===== config.mk =====
export PLATFORM = sky130hd
export DESIGN_NAME = bus_arbiter
export DESIGN_NICKNAME = d
export VERILOG_FILES = /design/src/rtl/bus_arbiter.sv
export SDC_FILE = /design/constraint.sdc
export NUM_CORES = 1
export LEC_CHECK = 0
export BUFFER_PORTS_ARGS = -buffer_cell sky130_fd_sc_hd__buf_4
export CELL_PAD_IN_SITES_DETAIL_PLACEMENT = 1
export CELL_PAD_IN_SITES_GLOBAL_PLACEMENT = 2
export CORE_UTILIZATION = 12
export CTS_CLUSTER_DIAMETER = 30
export DETAILED_ROUTE_END_ITERATION = 16
export PLACE_DENSITY_LB_ADDON = 0.1
export SETUP_SLACK_MARGIN = 0.1
export SLEW_MARGIN = 20
export SYNTH_ARGS = -nofsm -noshare
export SYNTH_HDL_FRONTEND = slang
export SYNTH_SLANG_ARGS = --single-unit

===== constraint.sdc =====
create_clock -name clk_i -period 1.7 [get_ports clk_i]
set_clock_uncertainty 0.05 [all_clocks]
set_input_delay 0.425 -clock clk_i [delete_from_list [all_inputs] [get_ports clk_i]]
set_output_delay 0.425 -clock clk_i [all_outputs]
set_load 0.05 [all_outputs]

===== src/rtl/bus_arbiter.sv =====
// Shares the bexkat1 memory bus between the instruction-fetch and data ports.
// Ownership changes only at transaction boundaries; data wins unless fetch has starved.
module bus_arbiter #(
  parameter int STARVE_LIMIT = 4,
  parameter int TIMEOUT      = 255
) (
  input  logic        clk_i,
  input  logic        rst_i,
  input  logic        if_cyc,
  input  logic [31:0] if_adr,
  output logic        if_ack,
  output logic        if_err,
  output logic        if_stall,
  output logic [31:0] if_dat_i,
  input  logic        d_cyc,
  input  logic        d_we,
  input  logic [3:0]  d_sel,
  input  logic [31:0] d_adr,
  input  logic [31:0] d_dat_o,
  output logic        d_ack,
  output logic        d_err,
  output logic [31:0] d_dat_i,
  output logic        bus_cyc,
  output logic        bus_we,
  output logic [3:0]  bus_sel,
  output logic [31:0] bus_adr,
  output logic [31:0] bus_dat_o,
  input  logic        bus_ack,
  input  logic [31:0] bus_dat_i
);

  localparam logic [3:0] STARVE_MAX = 4'(STARVE_LIMIT);
  localparam logic [7:0] WDOG_LAST  = 8'(TIMEOUT - 1);

  typedef enum logic [1:0] {S_IDLE, S_IF, S_DAT} state_t;

  state_t     state_q, state_d;
  logic [3:0] starve_q, starve_d;
  logic [7:0] wdog_q, wdog_d;
  logic       data_wins;
  logic       owned;
  logic       wdog_hit;
  logic       ack_ok;

  always_comb begin
    data_wins = d_cyc && (!if_cyc || (starve_q < STARVE_MAX));
    state_d   = state_q;
    case (state_q)
      S_IDLE: begin
        if (data_wins)   state_d = S_DAT;
        else if (if_cyc) state_d = S_IF;
      end
      S_IF: begin
        if (!if_cyc) state_d = d_cyc ? S_DAT : S_IDLE;
      end
      S_DAT: begin
        // Data drop re-arbitrates exactly like idle so a waiting fetch is handed over directly.
        if (!d_cyc) begin
          if (data_wins)   state_d = S_DAT;
          else if (if_cyc) state_d = S_IF;
          else             state_d = S_IDLE;
        end
      end
      default: state_d = S_IDLE;
    endcase

    starve_d = starve_q;
    if (state_d == S_IF && state_q != S_IF)
      starve_d = '0;
    else if (state_d == S_DAT && state_q != S_DAT && if_cyc && starve_q < STARVE_MAX)
      starve_d = starve_q + 4'd1;

    owned    = (state_q != S_IDLE);
    wdog_hit = owned && !bus_ack && (wdog_q == WDOG_LAST);
    wdog_d   = wdog_q + 8'd1;
    if (!owned || bus_ack || state_d != state_q || wdog_hit)
      wdog_d = '0;
  end

  always_ff @(posedge clk_i) begin
    if (rst_i) begin
      state_q  <= S_IDLE;
      starve_q <= '0;
      wdog_q   <= '0;
    end else begin
      state_q  <= state_d;
      starve_q <= starve_d;
      wdog_q   <= wdog_d;
    end
  end

  // An asserted reset abandons the cycle in flight, so nothing is reported to either port.
  assign ack_ok = bus_ack && !rst_i;

  assign if_ack   = (state_q == S_IF)  && ack_ok;
  assign d_ack    = (state_q == S_DAT) && ack_ok;
  assign if_err   = (state_q == S_IF)  && wdog_hit && !rst_i;
  assign d_err    = (state_q == S_DAT) && wdog_hit && !rst_i;
  assign if_stall = if_cyc && (state_q != S_IF);
  assign if_dat_i = bus_dat_i;
  assign d_dat_i  = bus_dat_i;

  assign bus_cyc   = owned;
  assign bus_we    = (state_q == S_DAT) ? d_we : 1'b0;
  assign bus_sel   = (state_q == S_DAT) ? d_sel : ((state_q == S_IF) ? 4'hf : 4'h0);
  assign bus_adr   = (state_q == S_DAT) ? d_adr : ((state_q == S_IF) ? if_adr : 32'h0);
  assign bus_dat_o = (state_q == S_DAT) ? d_dat_o : 32'h0;

endmodule

==> metrics.cfg <==
[drt]
wire_per_inst_um=17.9
drtAntennaViolNets=0
vias_per_cell=3.92
drt_iter0_drc=24
drt_pass1_iterations=4
drt-total-wl_um=9940
drcViolationCount=0
vias=2171

[sta]
finalCritPeriodShare_pct=114
rsz0062_at_grt=true
clock.fmax_mhz=516
final.min_clock_period_ps=1940
max_slew_margin_pct=72.1
slew_viol_final=0
finalSetupViolations=74
finalHoldViolCount=0
worst_slack_ps=-237
worst_slew_pin_slew_ps=418

[cells_and_area]
stdcell_count=554
synthToLayoutAreaGrowth_pct=141
final_nets=513
drive_above_1_share_pct=82.7
diodes=0
n_fill_cell=1632

[placed_design]
dp_hpwl_um=7630
port_buffers=180
gp_congestion=0.713
dp_cells=535

[worst_setup_path]
slowest_delay_ps=320
reg2reg_to=starve_q[0]$_SDFFE_PP0P_
crit_fanout=8
crit_chain=and2b_4 > buf_12 > buf_12 > a22o_4 > buf_6
worstReg2RegStart=state_q[0]$_SDFF_PP0_
worstSetupEndpointType=output pin
startpoint_type=register
critPathLaunch=state_q[0]$_SDFF_PP0_
crit_top_cell=buf_12
regToRegSetupSlack_ps=200
cp_num_buf_inv=3
crit_required_ps=1220
crit_slowest_cell=dfxtp_2
critPathTopFamily=buffers and inverters
arrival_ps=1460
reg2regPathDepth=6
critPathKind=register to output pin

[power]
seqPwrFrac_pct=16.6
peakVddDrop_mv=0.329
p_per_area_nw_per_um2=469
combPwrFrac_pct=61.1
power_mw=2.03
switching_share_pct=37.2
p_leak_nw=2.04
switchingPower_uw=756
internal_power_mw=1.28
p_clk_share_pct=22.3

[logic_synthesis]
synth_cell_types=38
synth_ff_type=dfxtp_1
async_reset_ff_share_pct=0
ys_seq_elements=14
netlist_instances=231
synth_common_cells=buf_4 (64), and2_1 (33), a22o_1 (32)
yosys.cell_count.top_type=buf_4
synth_top_area_share_pct=26.8
yosysTopAreaCell=buf_4
yosys_warnings=0
synth_edf_count=0
synthesis.area_um2=1790
yosysSeqAreaShare_pct=15.6
avgSynthCellArea_um2=7.76
yosys-top-cells-area=buf_4 (27%), a22o_1 (16%), dfxtp_1 (16%)
syn-num-nets=372

[floorplan]
die_h_um=124
dieArea_um2=15400
coreArea_um2=14500
initial_core_util_pct=12.3
io_pins=277
row_count=44
die_w_um=124

[hold_path]
whs_endpoint=starve_q[1]$_SDFFE_PP0P_
hold_path.class=register to register
hold_start=starve_q[1]$_SDFFE_PP0P_
hold_depth=2

[run_status]
violations=setup timing
status=finished, violations left

[clock_network]
path_clk_slew_ps=50
clockBufferDepth=2
cts_buffers=3
cts-htree-levels=1
postCtsHoldBufs=0
cts_sinks=14
clkLatencyLatePin_ps=240
cts_tree=built
ctsRootBufferMaster=clkbuf_16

[global_routing]
grt_pass1_vias=2379
grt-ovfl-total=0
grt_max_degree=22
grt_pass1_wl_um=14900
grtUsageTotal_pct=12.6
antenna_found_initial=0

[job]
drv_cap=0

-- power groups by stage --
| stage | combinational (mW) | sequential, mW | clock (mW) |
|---|---|---|---|
| floorplan | 1.03 | 0.343 | 0 |
| global placement | 1.01 | 0.344 | 0 |
| detailed placement | 1.01 | 0.345 | 0 |
| CTS | 1.24 | 0.338 | 0.464 |
| global route | 1.30 | 0.338 | 0.481 |
| finish | 1.24 | 0.338 | 0.452 |
-- how the worst max path moves through the flow --
stage                          endpoint  slack, ps  depth (start not counted)
after global placement    bus_dat_o[31]         10                          4
final                       bus_adr[23]       -240                          5
after detailed placement  bus_dat_o[31]         -7                          4
after floorplan                  if_ack        0.6                          2
after CTS                   bus_adr[23]       -250                          5
after global routing        bus_adr[23]       -280                          5
-- tightest hold or removal path: stages (launching register included) --
cell,delay [ps]
dfxtp_1,310
o21ai_0,70
a211oi_1,70
-- what timing repair did --
item                       in CTS  in global routing
setup endpoints to repair      75                 76
setup buffers                   9                  0
pin swaps                      10                  2
gates resized for setup       131                  7
cloned                          6                  1
-- flip-flops by register name, summed over array words and instances, names as in the netlist --
name,flops
starve_q,4
wdog_q,8
state_q,2
-- cell type report --
cell class | instances | area (um^2) | area share (%)
Tap cell | 184 | 230 | 5.32
Clock buffer | 3 | 75.1 | 1.73
Timing Repair Buffer | 216 | 2330 | 53.7
Inverter | 2 | 10.0 | 0.231
Sequential cell | 14 | 283 | 6.53
Multi-Input combinational cell | 135 | 1410 | 32.5
-- metal layers --
metal / vias to the layer above / wire [um] / track usage, %
met5: - / 0 / 0
met1: 988 / 3550 / 13.5
li1: 1025 / - / -
met4: 0 / 83 / 1.49
met3: 22 / 835 / 4.27
met2: 136 / 5470 / 24.3
-- cells by family (layout without fill, tap and decap cells) --
family                     count (synthesis)  in the layout  share of synthesized area [%]
AOI/OAI and AO/OA                         50             50                           22.3
adders and majority gates                  3              3                           2.09
buffers and inverters                     82            221                           31.7
xor gates and xnor gates                   3              3                           1.47
and+or+nand+nor                           79             79                           26.9
DFF                                       14             14                           15.6
-- cells in the final DEF (no fill, tap or decap), drive strengths merged, types with 3 or more instances in the layout --
cell / Yosys / routed
a21o: 4 / 4
a21oi: 3 / 3
a22o: 32 / 32
a31oi: 4 / 4
and2: 33 / 33
and3: 3 / 3
and3b: 4 / 4
buf: 75 / 215
clkbuf: 5 / 4
dfxtp: 14 / 14
ha: 3 / 3
nand2: 4 / 4
nand3: 7 / 7
nor2: 5 / 5
nor3: 8 / 8
o21ai: 3 / 3
or3: 3 / 3
-- through the flow --
stage	hold WS [ps]	utilization, %	setup WS (ps)	setup TNS (ps)	area (um^2)
global route	464	29.8	-283	-18120	4330
CTS	457	29.4	-248	-15240	4280
finish	448	29.8	-237	-14640	4330
global placement	448	23.6	14.9	0	3430
floorplan	411	-	0.605	0	2320
detailed placement	443	23.6	-7.18	-7.18	3430
(Power assumes the default switching activity.)
